===== config.mk =====
export PLATFORM = sky130hd
export DESIGN_NAME = mul_div_32
export DESIGN_NICKNAME = d
export VERILOG_FILES = /design/src/rtl/mul_div_32.sv
export SDC_FILE = /design/constraint.sdc
export NUM_CORES = 1
export LEC_CHECK = 0
export BUFFER_PORTS_ARGS = -buffer_cell sky130_fd_sc_hd__buf_2
export CAP_MARGIN = 20
export CELL_PAD_IN_SITES_DETAIL_PLACEMENT = 1
export CELL_PAD_IN_SITES_GLOBAL_PLACEMENT = 2
export CORE_MARGIN = 5
export CORE_UTILIZATION = 35
export DETAILED_ROUTE_END_ITERATION = 8
export PLACE_DENSITY = 0.93
export SKIP_CTS_REPAIR_TIMING = 1
export SYNTH_ARGS = -nofsm -noshare
export SYNTH_HDL_FRONTEND = slang
export SYNTH_SLANG_ARGS = --single-unit

===== constraint.sdc =====
create_clock -name clk -period 4.3 [get_ports clk]
set_input_delay 0.43 -clock clk [delete_from_list [all_inputs] [get_ports clk]]
set_output_delay 0.43 -clock clk [all_outputs]
set_load 0.02 [all_outputs]

===== src/rtl/mul_div_32.sv =====
// Iterative 32-bit unsigned multiply / divide unit (MUL, MULH, DIV, REM) with flag byte update.
// The divider is built only when MULDIV_DIVIDE_EN is defined; otherwise DIV/REM complete at once with a fixed result.
module mul_div_32 #(
  parameter int unsigned ITER_PER_CLK = 1
) (
  input  logic        clk,
  input  logic        rst_n,
  input  logic        start,
  input  logic [1:0]  op,
  input  logic [31:0] a,
  input  logic [31:0] b,
  input  logic [7:0]  flags_in,
  output logic        busy,
  output logic        done,
  output logic [31:0] result,
  output logic [7:0]  flags_out,
  output logic        div_by_zero
);

  localparam int unsigned CYCLES = 32 / ITER_PER_CLK;
  localparam int unsigned CNT_W  = 5;

  typedef enum logic [1:0] {S_IDLE, S_CALC, S_DONE} state_t;

  state_t             state_q, state_d;
  logic [CNT_W-1:0]   cnt_q, cnt_d;
  logic [1:0]         op_q, op_d;
  logic [31:0]        opnd_q, opnd_d;
  logic [63:0]        acc_q, acc_d;
  logic [4:0]         flg_q, flg_d;
  logic               busy_q, busy_d;
  logic               done_q, done_d;
  logic [31:0]        result_q, result_d;
  logic [7:0]         flags_q, flags_d;
  logic               dbz_q, dbz_d;

  logic [63:0]        acc_n_c;
  logic [31:0]        res_c;
  logic               dbz_c;
  logic               carry_c;
  logic               unused_flags_c;

  // carry/zero/negative are recomputed, so the incoming copies are not needed
  assign unused_flags_c = ^flags_in[2:0];

  // Shift-add step: {hi, lo} with the multiplier consumed from lo[0].
  function automatic logic [63:0] mul_step(input logic [63:0] p, input logic [31:0] m);
    logic [32:0] s;
    s = {1'b0, p[63:32]} + (p[0] ? {1'b0, m} : 33'd0);
    return {s, p[31:1]};
  endfunction

`ifdef MULDIV_DIVIDE_EN
  // Restoring step: {remainder, dividend/quotient}; d == 0 yields all-ones quotient, remainder = dividend.
  function automatic logic [63:0] div_step(input logic [63:0] p, input logic [31:0] d);
    logic [32:0] r2;
    logic [33:0] diff;
    r2   = {p[63:32], p[31]};
    diff = {1'b0, r2} - {2'b00, d};
    if (!diff[33]) return {diff[31:0], p[30:0], 1'b1};
    return {r2[31:0], p[30:0], 1'b0};
  endfunction
`endif

  always_comb begin
    acc_n_c = acc_q;
    for (int unsigned i = 0; i < ITER_PER_CLK; i++) begin
`ifdef MULDIV_DIVIDE_EN
      acc_n_c = op_q[1] ? div_step(acc_n_c, opnd_q) : mul_step(acc_n_c, opnd_q);
`else
      acc_n_c = mul_step(acc_n_c, opnd_q);
`endif
    end
  end

  // op[0] selects the upper half for both MULH and REM
  assign res_c = op_q[0] ? acc_n_c[63:32] : acc_n_c[31:0];
`ifdef MULDIV_DIVIDE_EN
  assign dbz_c = op_q[1] && (opnd_q == 32'd0);
`else
  assign dbz_c = 1'b0;
`endif
  assign carry_c = op_q[1] ? dbz_c : (!op_q[0] && (acc_n_c[63:32] != 32'd0));

  always_comb begin
    state_d  = state_q;
    cnt_d    = cnt_q;
    op_d     = op_q;
    opnd_d   = opnd_q;
    acc_d    = acc_q;
    flg_d    = flg_q;
    busy_d   = busy_q;
    done_d   = 1'b0;
    result_d = result_q;
    flags_d  = flags_q;
    dbz_d    = dbz_q;
    unique case (state_q)
      S_IDLE: begin
        if (start) begin
          op_d    = op;
          flg_d   = flags_in[7:3];
          cnt_d   = '0;
          busy_d  = 1'b1;
          state_d = S_CALC;
`ifdef MULDIV_DIVIDE_EN
          acc_d   = {32'd0, op[1] ? a : b};
          opnd_d  = op[1] ? b : a;
`else
          acc_d   = {32'd0, b};
          opnd_d  = a;
          if (op[1]) begin
            state_d  = S_DONE;
            done_d   = 1'b1;
            result_d = 32'd0;
            flags_d  = {flags_in[7:3], 3'b011};
            dbz_d    = 1'b0;
          end
`endif
        end
      end
      S_CALC: begin
        acc_d = acc_n_c;
        cnt_d = cnt_q + CNT_W'(1);
        if (cnt_q == CNT_W'(CYCLES - 1)) begin
          state_d  = S_DONE;
          done_d   = 1'b1;
          result_d = res_c;
          flags_d  = {flg_q, res_c[31], (res_c == 32'd0), carry_c};
          dbz_d    = dbz_c;
        end
      end
      S_DONE: begin
        state_d = S_IDLE;
        busy_d  = 1'b0;
      end
      default: begin
        state_d = S_IDLE;
        busy_d  = 1'b0;
      end
    endcase
  end

  always_ff @(posedge clk or negedge rst_n) begin
    if (!rst_n) begin
      state_q  <= S_IDLE;
      cnt_q    <= '0;
      op_q     <= '0;
      opnd_q   <= '0;
      acc_q    <= '0;
      flg_q    <= '0;
      busy_q   <= 1'b0;
      done_q   <= 1'b0;
      result_q <= '0;
      flags_q  <= '0;
      dbz_q    <= 1'b0;
    end else begin
      state_q  <= state_d;
      cnt_q    <= cnt_d;
      op_q     <= op_d;
      opnd_q   <= opnd_d;
      acc_q    <= acc_d;
      flg_q    <= flg_d;
      busy_q   <= busy_d;
      done_q   <= done_d;
      result_q <= result_d;
      flags_q  <= flags_d;
      dbz_q    <= dbz_d;
    end
  end

  assign busy        = busy_q;
  assign done        = done_q;
  assign result      = result_q;
  assign flags_out   = flags_q;
  assign div_by_zero = dbz_q;

endmodule


### Word level (Yosys, flattened, before mapping)

Cells that the tools add are included.

* bits in registers: 153
* bits of input ports: 77

* add/sub/neg operators: 2
* eq/ne operators: 5
* muxes and demuxes: 29
* bitwise logic cells: 1
* reduce and logical (&&, ||, !) cells: 11

Operators with widths (number)
* 32-bit two-way mux: 5
* 64-bit one-hot mux with 2 select lines: 1
* 64-bit two-way mux: 1
* 32-bit one-hot mux with 2 select lines: 1
* 32-bit by 32-bit adder with 33-bit output: 1
* 32-bit zero test: 1
* 32-bit nonzero test: 1
* 8-bit two-way mux: 3
* 8-bit one-hot mux with 2 select lines: 1
* 5-bit one-hot mux with 2 select lines: 1
* 1-bit two-way mux: 8
* 2-bit AND reduction: 4
* 2-bit two-way mux: 3
* 2-bit != test, second input constant: 3
* 1-bit one-hot mux with 2 select lines: 3
* 5-bit by 1-bit adder with 5-bit output, second input constant: 1
* 5-bit == test, second input constant: 1
* 5-bit two-way mux: 1
* 2-bit one-hot mux with 2 select lines: 1
* 4-bit AND reduction: 1
* 2-bit by 1-bit == test with 1-bit output, second input constant: 1
* 2-bit zero test: 1
* 2-bit nonzero test: 1
* 1-bit logical AND: 1
* 2 further kinds: 2

### Depth between registers and ports, before layout

Gate-level depths: netlist of the first run.

* depth after elaboration: 7
* gate-level depth with buffers: 13
* depth with buffers taken out: 13

### Worst setup path after synthesis of the first run

Ideal clock, no wire load.

* kind: register -> register
* start point: reg acc_q[0]
* end point: reg flags_q[1], in the netlist flags_out[1]
* library setup time: 0.092 ns
* arrival time: 2.930 ns
* data required time: 4.208 ns
* setup slack: 1.278 ns
* stages on the path, launching flop included: 13
* path buffers: 1
* path through: dfrtp_1 -> clkbuf_1 -> nand2_1 -> fa_1 -> nand2b_1 -> a211o_1 -> a31o_2 -> a21oi_1 -> nor4_4 -> xnor2_1 -> nor4_1 -> a31oi_1 -> o31ai_2

* longest elaborated chain between the ends: 6

RTL lines
* start, declared: RTL line 29 `logic [63:0] acc_q, acc_d;`
* start signal, assigned: RTL line 149 `acc_q <= '0;`
* start signal, assigned: RTL line 161 `acc_q <= acc_d;`
* 32-bit two-way mux: RTL line 49 `s = {1'b0, p[63:32]} + (p[0] ? {1'b0, m} : 33'd0);`
* 32-bit by 32-bit adder with 33-bit output: RTL line 49
* 32-bit two-way mux: RTL line 77 `assign res_c = op_q[0] ? acc_n_c[63:32] : acc_n_c[31:0];`
* 32-bit zero test: RTL line 128 `flags_d = {flg_q, res_c[31], (res_c == 32'd0), carry_c};`
* 8-bit two-way mux: RTL line 124 `if (cnt_q == CNT_W'(CYCLES - 1)) begin`
* 8-bit one-hot mux with 2 select lines: RTL line 97 `unique case (state_q)`
* end signal, assigned: RTL line 166 `flags_q <= flags_d;`
* end, declared: RTL line 34 `logic [7:0] flags_q, flags_d;`

No other way between the ends. The select of a mux whose other input is x is not followed.
A chain may end at the register's enable or synchronous reset.

### Worst setup path in the final report of the first run

Ends and elaborated chain as after synthesis.

==> results.yml, run 1 <==
synth:
  synth_top_family_by_area: "simple AND/OR/NAND/NOR gates"
  synth.area.top_cells: "dfrtp_1 (43%), nand2_1 (13%), ha_1 (4.9%)"
  synth-compound-area-share_pct: 16.7
  syn_nets: 1160
  synth_top_flop_cell: "dfrtp_1"
  synthSimpleGateAreaFrac_pct: 26.4
  synth_edf_count: 0
  synth_top_area_share_pct: 43.5
  ys_seq_area_share_pct: 43.5
  yosys_warnings: 0
  synthesis.area_um2: 8690
  synth_fa_ha_area_share_pct: 5.13
  synth_xor_area_share_pct: 2.52
  synth-seq-cells: 151
  syn_area_per_cell_um2: 8.29
  ys_types: 75
  synth_mux_area_share_pct: 2.07
  synth-async-reset-ratio_pct: 100
  yosysTopAreaCell: "dfrtp_1"
  syn_inst: 1048
cells_and_area:
  drive_gt1_share_pct: 16.9
  final_net_count: 1250
  diodes: 0
  final_cell_mix: "nand2_1 (303), dfrtp_1 (151), buf_2 (114)"
  areaGrowthSynthToFinish_pct: 17.0
  final_cells: 1475
  final_common_cell: "nand2_1"
clock_tree:
  cts_buffer_depth: 2
  htree_levels: 4
  clock_sinks: 151
  numCtsBuffers: 17
  cts.clk_slew.worst_paths_ns: 0.07
  root_buffer: "clkbuf_16"
  insertion_delay_ns: 0.44
  cts_tree: "built"
critical_path:
  r2r-end: "flags_out[1]$_DFFE_PN0P_"
  slowest_delay_ns: 0.51
  endpoint_kind: "flip-flop"
  worstPathRequired_ns: 4.66
  slowest_stage: "ha_1"
  cp-startpoint: "acc_q[0]$_DFFE_PN0P_"
  cp_cell_sequence: "buf_4 -> and2_1 -> ha_1 -> nand4_1 -> nor3_1 -> o211ai_1 -> a21oi_1 -> nor4_4 -> xnor2_1 -> nor4_1 -> a31oi_1 -> o31ai_2"
  reg2reg_slack_ns: 0.73
  critical_path.max_fanout: 31
  cp.arrival_ns: 3.93
  crit_type: "reg -> reg"
  reg2reg_depth: 12
  startpoint_type: "flip-flop"
  reg2reg_from: "acc_q[0]$_DFFE_PN0P_"
drt:
  drt_iter0_markers: 421
  via_per_inst: 5.32
  wl_per_cell_um: 18.9
  ant_nets: 0
  dr.pass1.iters: 5
  drc: 0
  drt_wl_total_mm: 27.9
  vias: 7846
die:
  die_y_um: 168
  die_width_um: 168
  ioPinCount: 120
  rows: 57
  core-area_um2: 24400
  initial_core_util_pct: 35.6
  dieArea_um2: 28100
global_routing:
  grtUsageTotal_pct: 20.1
  antenna_found_initial: 0
  met1_usage_pct: 26.1
  use_met3_pct: 3.42
  grt_use_met2_pct: 35.0
  grt_pass1_vias: 8504
  top_usage_layer: "met2"
  grt_pass1_wl_mm: 45.8
  overflow: 0
  grt_max_degree: 93
power_and_ir_drop:
  p_leak_nw: 4.88
  irDropWorstVdd_v: 0.000353
  powerDensity_nw_per_um2: 828
timing:
  grt_setup_unrepaired: "false"
  max_freq_mhz: 280
  setup_viol: 0
  hold_violations: 0
  fin_crit_sh_pct: 83.1
  min_period_ns: 3.57
  clock_skew_ns: 0.0124
  worst_slew_pin_slew_ns: 0.915
  slew-limit-headroom_pct: 39.0
  drv_slew: 0
  fin_setup_tns_ns: 0
place:
  hpwl_mm: 20.2
  dp.cells: 1443
  port_buffers: 115
  gp_congestion: 0.885
outcome:
  status: "complete, no violations"
flow_run:
  cap_viol_max_count: 0
hold_path:
  min_path_type: "in -> async"
==> kinds of logic (layout without fill, tap and decap cells) <==
family	count (synthesis)	after routing
simple gates	516	516
mux	18	18
fa+ha+maj	35	35
buf+inv	76	179
other cells	1	1
compound gates	226	226
flops	151	151
xor+xnor	25	25
==> sequential cells by signal, summed over array words and instances, names as in the netlist <==
name,cells
acc_q,64
opnd_q,32
result,31
flags_out,8
cnt_q,5
flg_q,5
op_q,2
state_q,2
busy,1
done,1
==> cell usage after synthesis, types with 3 or more instances <==
cell type  number
a21o_1          8
nand2_1       304
dfrtp_1       151
and3_1          4
a32o_1          5
ha_1           34
clkbuf_1       51
o211ai_1        5
buf_2           6
xnor2_1        12
xor2_1         13
nand3_1        39
or3_1           4
or4_1           3
a31oi_1        43
nand4_1         8
o21ai_1         5
nor3_1          9
a21oi_1        39
nor2b_1         4
o21ai_0        73
mux2i_1        18
and2_1         37
a211o_1         3
nor4_1          8
o21a_1          7
buf_4           3
inv_1          10
nor2_1         78
nand2b_1        4
a21oi_2         5
==> metal layers <==
layer / up-vias / wire, µm
met4: 0 / 405
met5: - / 0
met2: 150 / 14000
li1: 3781 / -
met3: 30 / 966
met1: 3885 / 12500
==> worst max-delay path by stage <==
| stage | end | slack, ns | cells past startpoint |
|---|---|---|---|
| floorplan | flags_out[1]$_DFFE_PN0P_ | 1.28 | 12 |
| detailed placement | flags_out[1]$_DFFE_PN0P_ | 0.76 | 12 |
| finish | flags_out[1]$_DFFE_PN0P_ | 0.73 | 12 |
| global placement | flags_out[1]$_DFFE_PN0P_ | 0.83 | 12 |
| CTS | flags_out[1]$_DFFE_PN0P_ | 0.71 | 12 |
| global route | flags_out[1]$_DFFE_PN0P_ | 0.42 | 12 |
==> cell type report <==
type                    instances  area [µm²]
clock buffers                  18         429
clock inverters                14         161
fillers                      3013       14200
inverters                      11        41.3
multi-input cells             821        4610
flip-flops and latches        151        3780
well taps                     324         405
repair buffers                136         739
==> power breakdown <==
group	leakage, nW	internal (mW)	switching, mW
logic	2.71	1.55	2.95
registers	1.89	1.95	0.409
clock network	0.278	0.870	0.690
==> critical path, delay by kind of cell (launching register included) <==
kind                     cells  cell delay, ns
AO/OA/AOI/OAI                4            0.85
XOR/XNOR                     1            0.23
adder cells (fa/ha/maj)      1            0.51
buffers and inverters        1            0.22
flip-flops                   1            0.38
AND/OR/NAND/NOR              5            1.29
==> stage by stage <==
stage | setup WS [ns] | utilization, % | hold WS (ns) | cell area [µm²] | power [mW]
finish | 0.726 | 41.7 | 0.0699 | 10200 | 8.42
global route | 0.415 | 41.7 | 0.129 | 10200 | 9.04
CTS | 0.715 | 41.7 | 0.110 | 10200 | 8.45
detailed placement | 0.765 | 39.2 | 0.458 | 9570 | 6.85
global placement | 0.827 | 39.2 | 0.456 | 9570 | 6.69
floorplan | 1.28 | - | 0.134 | 8690 | 5.33
Power figures use the tool's default switching activity.
==> run 2: changes to the inputs <==
==> constraint.sdc (replaced) <==
create_clock -name clk -period 3.7 [get_ports clk]
set_input_delay 0.37 -clock clk [delete_from_list [all_inputs] [get_ports clk]]
set_output_delay 0.37 -clock clk [all_outputs]
set_load 0.02 [all_outputs]
==> results.yml, run 2 (synthesis results as in run 1) <==
outcome:
  status: "finished with violations"
  violations: "hold timing"
place:
  port_buffers: 115
  gp_congestion: 0.895
  hpwl_mm: 20.2
global_routing:
  grt_pass1_wl_mm: 45.0
  grtUsageTotal_pct: 19.9
  overflow: 0
  grt_pass1_vias: 8477
  antenna_found_initial: 0
  grt_max_degree: 84
power_and_ir_drop:
  p_leak_nw: 4.91
  power_mw: 9.79
  irDropWorstVdd_v: 0.000496
  powerDensity_nw_per_um2: 957
timing:
  hold_ws_ns: -0.0474
  slew-limit-headroom_pct: 32.3
  fin_setup_tns_ns: 0
  max_freq_mhz: 284
  grt_setup_unrepaired: "false"
  setup_viol: 0
  worst_slew_pin_slew_ns: 1.02
  min_period_ns: 3.52
  drv_slew: 0
  clock_skew_ns: 0.0140
  fin_crit_sh_pct: 95.1
  hold_violations: 36
critical_path:
  critical_path.max_fanout: 31
  cp.arrival_ns: 3.83
  crit_type: "reg -> reg"
  startpoint_type: "flip-flop"
  endpoint_kind: "flip-flop"
  worstPathRequired_ns: 4.02
drt:
  vias: 8001
  wl_per_cell_um: 18.7
  ant_nets: 0
  drt_iter0_markers: 559
  drt_wl_total_mm: 27.8
  drc: 0
  dr.pass1.iters: 7
  via_per_inst: 5.40
die:
  die_width_um: 168
  rows: 57
  die_y_um: 168
  core-area_um2: 24400
  dieArea_um2: 28100
  initial_core_util_pct: 35.6
  ioPinCount: 120
cells_and_area:
  areaGrowthSynthToFinish_pct: 17.8
  regMostFlops: "acc_q"
  diodes: 0
  final_common_cell: "nand2_1"
  final_net_count: 1259
  final_cell_mix: "nand2_1 (303), dfrtp_1 (151), buf_2 (114)"
  drive_gt1_share_pct: 17.8
  largest_reg_flops: 64
clock_tree:
  root_buffer: "clkbuf_16"
  cts.clk_slew.worst_paths_ns: 0.07
  clock_sinks: 151
  insertion_delay_ns: 0.44
  numCtsBuffers: 17
  htree_levels: 4
  cts_tree: "built"
  cts_buffer_depth: 2
hold_path:
  min_path_type: "in -> async"
flow_run:
  cap_viol_max_count: 0
## run 2: changes by cell type in the layout (fill, tap and decap cells not counted), sizes merged
| cell | change |
|---|---|
| clkbuf | -1 |
| clkinv | +2 |
| bufinv | -2 |
| buf | +9 |
## run 2: path summary, 6_finish.rpt
path                                             start                      to  slack (ns)  depth (start not counted)
worst min-delay path                             rst_n    cnt_q[3]$_DFFE_PN0P_       -0.05                          1
max in group asynchronous                        rst_n     op_q[0]$_DFFE_PN0P_        2.86                          2
worst max register to register    acc_q[0]$_DFFE_PN0P_  result[25]$_DFFE_PN0P_        0.18                         12
worst min register to register  opnd_q[28]$_DFFE_PN0P_  opnd_q[28]$_DFFE_PN0P_        0.47                          2
min in group clk                                 a[27]  opnd_q[27]$_DFFE_PN0P_        0.13                          3
worst max-delay path              acc_q[0]$_DFFE_PN0P_  result[25]$_DFFE_PN0P_        0.18                         12
## run 2: layout make-up
class,instances,area [µm²]
fill,3005,14200
timing repair buffer,145,843
clock buffer,17,425
inverter,11,41.3
multi-input combinational,821,4620
sequential,151,3780
tap,324,405
clock inverter,14,115
## run 2: report_power, final
group	total [mW]	internal, mW	leakage, nW	switching (mW)
Sequential	2.73	2.26	1.89	0.470
Clock	1.66	0.871	0.257	0.788
Combinational	5.40	1.94	2.77	3.46
Total	9.79	5.07	4.91	4.72
## run 2: metal layers
layer | GRT usage [%] | vias to the layer above | part of all wire [%]
met1 | 25.4 | 3970 | 43
met2 | 33.9 | 177 | 50
met4 | 6.70 | 0 | 2.4
met5 | 0 | - | 0
li1 | - | 3808 | -
met3 | 3.80 | 46 | 4.4
## run 2: per-stage QoR
step                utilization [%]  std cells  hold WS, ns  cell area, µm²  worst slack [ns]
CTS                            41.9       1483      -0.0231           10200            0.0632
floorplan                         -       1048       0.0744            8690             0.678
global placement               39.5       1451        0.439            9640             0.267
global route                   42.0       1483      0.00261           10200            0.0442
detailed placement             39.7       1452        0.447            9670             0.193
finish                         42.0       1483      -0.0474           10200             0.182
## run 2: critical path, stage by stage (launching register included)
cell,delay (ns)
dfrtp_1,0.40
buf_6,0.18
and2_1,0.17
ha_1,0.34
a21oi_1,0.30
o21ai_0,0.20
nor3_1,0.22
nand3_1,0.19
a221o_1,0.38
a31oi_1,0.26
xor2_2,0.29
o21ai_0,0.16
a32o_1,0.30
==> run 3: changes to the inputs <==
--- a/config.mk
+++ b/config.mk
@@ -5,14 +5,15 @@
 export SDC_FILE = /design/constraint.sdc
 export NUM_CORES = 1
 export LEC_CHECK = 0
+export ABC_AREA = 1
 export BUFFER_PORTS_ARGS = -buffer_cell sky130_fd_sc_hd__buf_2
 export CAP_MARGIN = 20
 export CELL_PAD_IN_SITES_DETAIL_PLACEMENT = 1
 export CELL_PAD_IN_SITES_GLOBAL_PLACEMENT = 2
 export CORE_MARGIN = 5
-export CORE_UTILIZATION = 35
+export CORE_UTILIZATION = 32
 export DETAILED_ROUTE_END_ITERATION = 8
-export PLACE_DENSITY = 0.93
+export PLACE_DENSITY = 0.92
 export SKIP_CTS_REPAIR_TIMING = 1
 export SYNTH_ARGS = -nofsm -noshare
 export SYNTH_HDL_FRONTEND = slang
==> results.yml, run 3 <==
drt:
  top_layer_used: "met4"
  dr_wl_met3_mm: 1.27
  dr.pass1.iters: 5
  drc: 0
  route.met2.wl_mm: 16.1
  drt_wl_total_mm: 32.6
  m1WireLength_mm: 14.4
  ant_nets: 0
  via_per_inst: 4.89
  drt_iter0_markers: 508
  wl_per_cell_um: 16.9
  vias: 9414
timing:
  drv_slew: 0
  grt_setup_unrepaired: "false"
  hold_ws_ns: -0.0379
  fin_setup_tns_ns: 0
  clock_skew_ns: 0.0176
  hold_violations: 64
  min_period_ns: 3.19
  worst_slew_pin_slew_ns: 1.06
  fin_crit_sh_pct: 86.2
  max_freq_mhz: 314
  setup_viol: 0
  slew-limit-headroom_pct: 29.5
hold_path:
  min_path_type: "in -> async"
global_routing:
  grt_pass1_vias: 10000
  grt_pass1_wl_mm: 53.1
  grtUsageTotal_pct: 19.8
  antenna_found_initial: 0
  overflow: 0
  grt_max_degree: 67
synth:
  synth-seq-cells: 151
  yosys_warnings: 0
  syn_inst: 1425
  netlist_top_cells_count: "nand2_1 (581), inv_1 (203), dfrtp_1 (151)"
  synth_top_flop_cell: "dfrtp_1"
  syn_nets: 1537
  synth-async-reset-ratio_pct: 100
  syn_area_per_cell_um2: 6.69
  synth.most_common_cell: "nand2_1"
  synth_top_family_by_area: "simple AND/OR/NAND/NOR gates"
  synth_mux_area_share_pct: 0
  synth_edf_count: 0
  synth-compound-area-share_pct: 9.43
  ys_seq_area_share_pct: 39.7
  synthSimpleGateAreaFrac_pct: 35.8
  synth_fa_ha_area_share_pct: 4.67
  synth_top_area_share_pct: 39.7
  ys_types: 36
  synth.area.top_cells: "dfrtp_1 (40%), nand2_1 (23%), inv_1 (8.0%)"
  yosysTopAreaCell: "dfrtp_1"
  synthesis.area_um2: 9530
  synth_xor_area_share_pct: 0.0919
clock_tree:
  cts_tree: "built"
  clock_sinks: 151
  htree_levels: 4
  root_buffer: "clkbuf_16"
  cts.clk_slew.worst_paths_ns: 0.08
  insertion_delay_ns: 0.44
  cts_buffer_depth: 2
  numCtsBuffers: 17
cells_and_area:
  regMostFlops: "acc_q"
  final_common_cell: "nand2_1"
  fillerInstances: 3874
  areaGrowthSynthToFinish_pct: 16.5
  final_cells: 1924
  drive_gt1_share_pct: 11.3
  final_cell_mix: "nand2_1 (580), inv_1 (203), dfrtp_1 (151)"
  largest_reg_flops: 64
  multiInputGateArea_um2: 4780
  regArea_um2: 3780
  final_net_count: 1633
  diodes: 0
power_and_ir_drop:
  power_mw: 9.40
  powerDensity_nw_per_um2: 847
  p_leak_nw: 6.35
  irDropWorstVdd_v: 0.000355
die:
  ioPinCount: 120
  die_width_um: 183
  dieArea_um2: 33300
  core-area_um2: 29600
  die_y_um: 183
  initial_core_util_pct: 32.2
  rows: 63
critical_path:
  worstPathRequired_ns: 4.05
  cp.arrival_ns: 3.54
  cp_cell_sequence: "nand2_1 -> inv_1 -> ha_1 -> inv_1 -> fa_1 -> inv_1 -> nand2_1 -> nand2_1 -> nand2_1 -> inv_1 -> nand2_1 -> nand3_2 -> nand2_1 -> nand3_1 -> nand2_1 -> nor2_1 -> nand2_1 -> nor2_1 -> nand2_1 -> nor2_1 -> nand3_1 -> a21oi_1"
  reg2reg_depth: 22
  critical_path.max_fanout: 4
  crit_type: "reg -> reg"
  crit_top_cell: "nand2_1"
  endpoint_kind: "flip-flop"
  startpoint_type: "flip-flop"
  slowest_delay_ns: 0.40
  slowest_stage: "dfrtp_1"
place:
  hpwl_mm: 25.2
  dp.cells: 1892
  gp_congestion: 0.911
  port_buffers: 115
outcome:
  violations: "hold timing"
  status: "finished with violations"
flow_run:
  cap_viol_max_count: 0
[run 3: cell count changes after synthesis, sizes merged, moves of 18 or more]
cell	before	now
a21oi	44	21
mux2i	18	0
a31oi	43	5
nand2	305	585
nand3	40	103
and2	38	17
inv	10	203
nor2	78	101
[run 3: power breakdown]
group | internal (mW) | total [mW] | leakage (nW) | switching, mW
Clock | 0.926 | 1.79 | 0.289 | 0.865
Sequential | 2.25 | 2.59 | 1.90 | 0.347
Combinational | 1.58 | 5.02 | 4.16 | 3.43
[run 3: through the flow]
stage | cell area, µm² | hold slack [ns] | util [%] | setup WS (ns)
after global placement | 10500 | 0.441 | 35.6 | 0.628
after floorplan | 9530 | 0.0744 | - | 0.956
after CTS | 11100 | -0.0221 | 37.6 | 0.516
after detailed placement | 10500 | 0.450 | 35.6 | 0.554
final | 11100 | -0.0379 | 37.6 | 0.511
after global routing | 11100 | 0.00897 | 37.6 | 0.212
[run 3: final timing paths]
kind / from / end / slack [ns]
min reg2reg: opnd_q[3]$_DFFE_PN0P_ / opnd_q[3]$_DFFE_PN0P_ / 0.48
min in group clk: a[8] / opnd_q[8]$_DFFE_PN0P_ / 0.12
min: rst_n / acc_q[50]$_DFFE_PN0P_ / -0.04
max reg2reg: opnd_q[0]$_DFFE_PN0P_ / flags_out[1]$_DFFE_PN0P_ / 0.51
max: opnd_q[0]$_DFFE_PN0P_ / flags_out[1]$_DFFE_PN0P_ / 0.51
max in group asynchronous: rst_n / result[24]$_DFFE_PN0P_ / 2.77
[run 3: routing by layer]
layer  up-vias  global-route usage (%)
met2       180                    35.1
met3        44                    2.95
li1       4659                       -
met5         -                       0
met4         0                    5.61
met1      4531                    25.1
[run 3: kinds of logic after synthesis]
kind of cell	after synthesis
other	1
XOR/XNOR	1
AO/OA/AOI/OAI	144
AND/OR/NAND/NOR	837
flip-flops	151
buffers and inverters	256
adder cells (fa/ha/maj)	35
[run 3: worst max-delay path: cells and delay by family (launching register included)]
kind	cells	cell delay [ns]
AO/OA/AOI/OAI	1	0.16
adder cells (fa/ha/maj)	2	0.63
buffers and inverters	4	0.33
flip-flops	1	0.40
AND/OR/NAND/NOR	15	1.56
[run 3: cell type report]
| class | instances | area share [%] |
|---|---|---|
| clock buffers | 18 | 3.95 |
| inverters | 204 | 6.90 |
| repair buffers | 129 | 6.30 |
| multi-input cells | 1018 | 43.1 |
| flip-flops and latches | 151 | 34.0 |
| well taps | 390 | 4.39 |
| clock inverters | 14 | 1.36 |
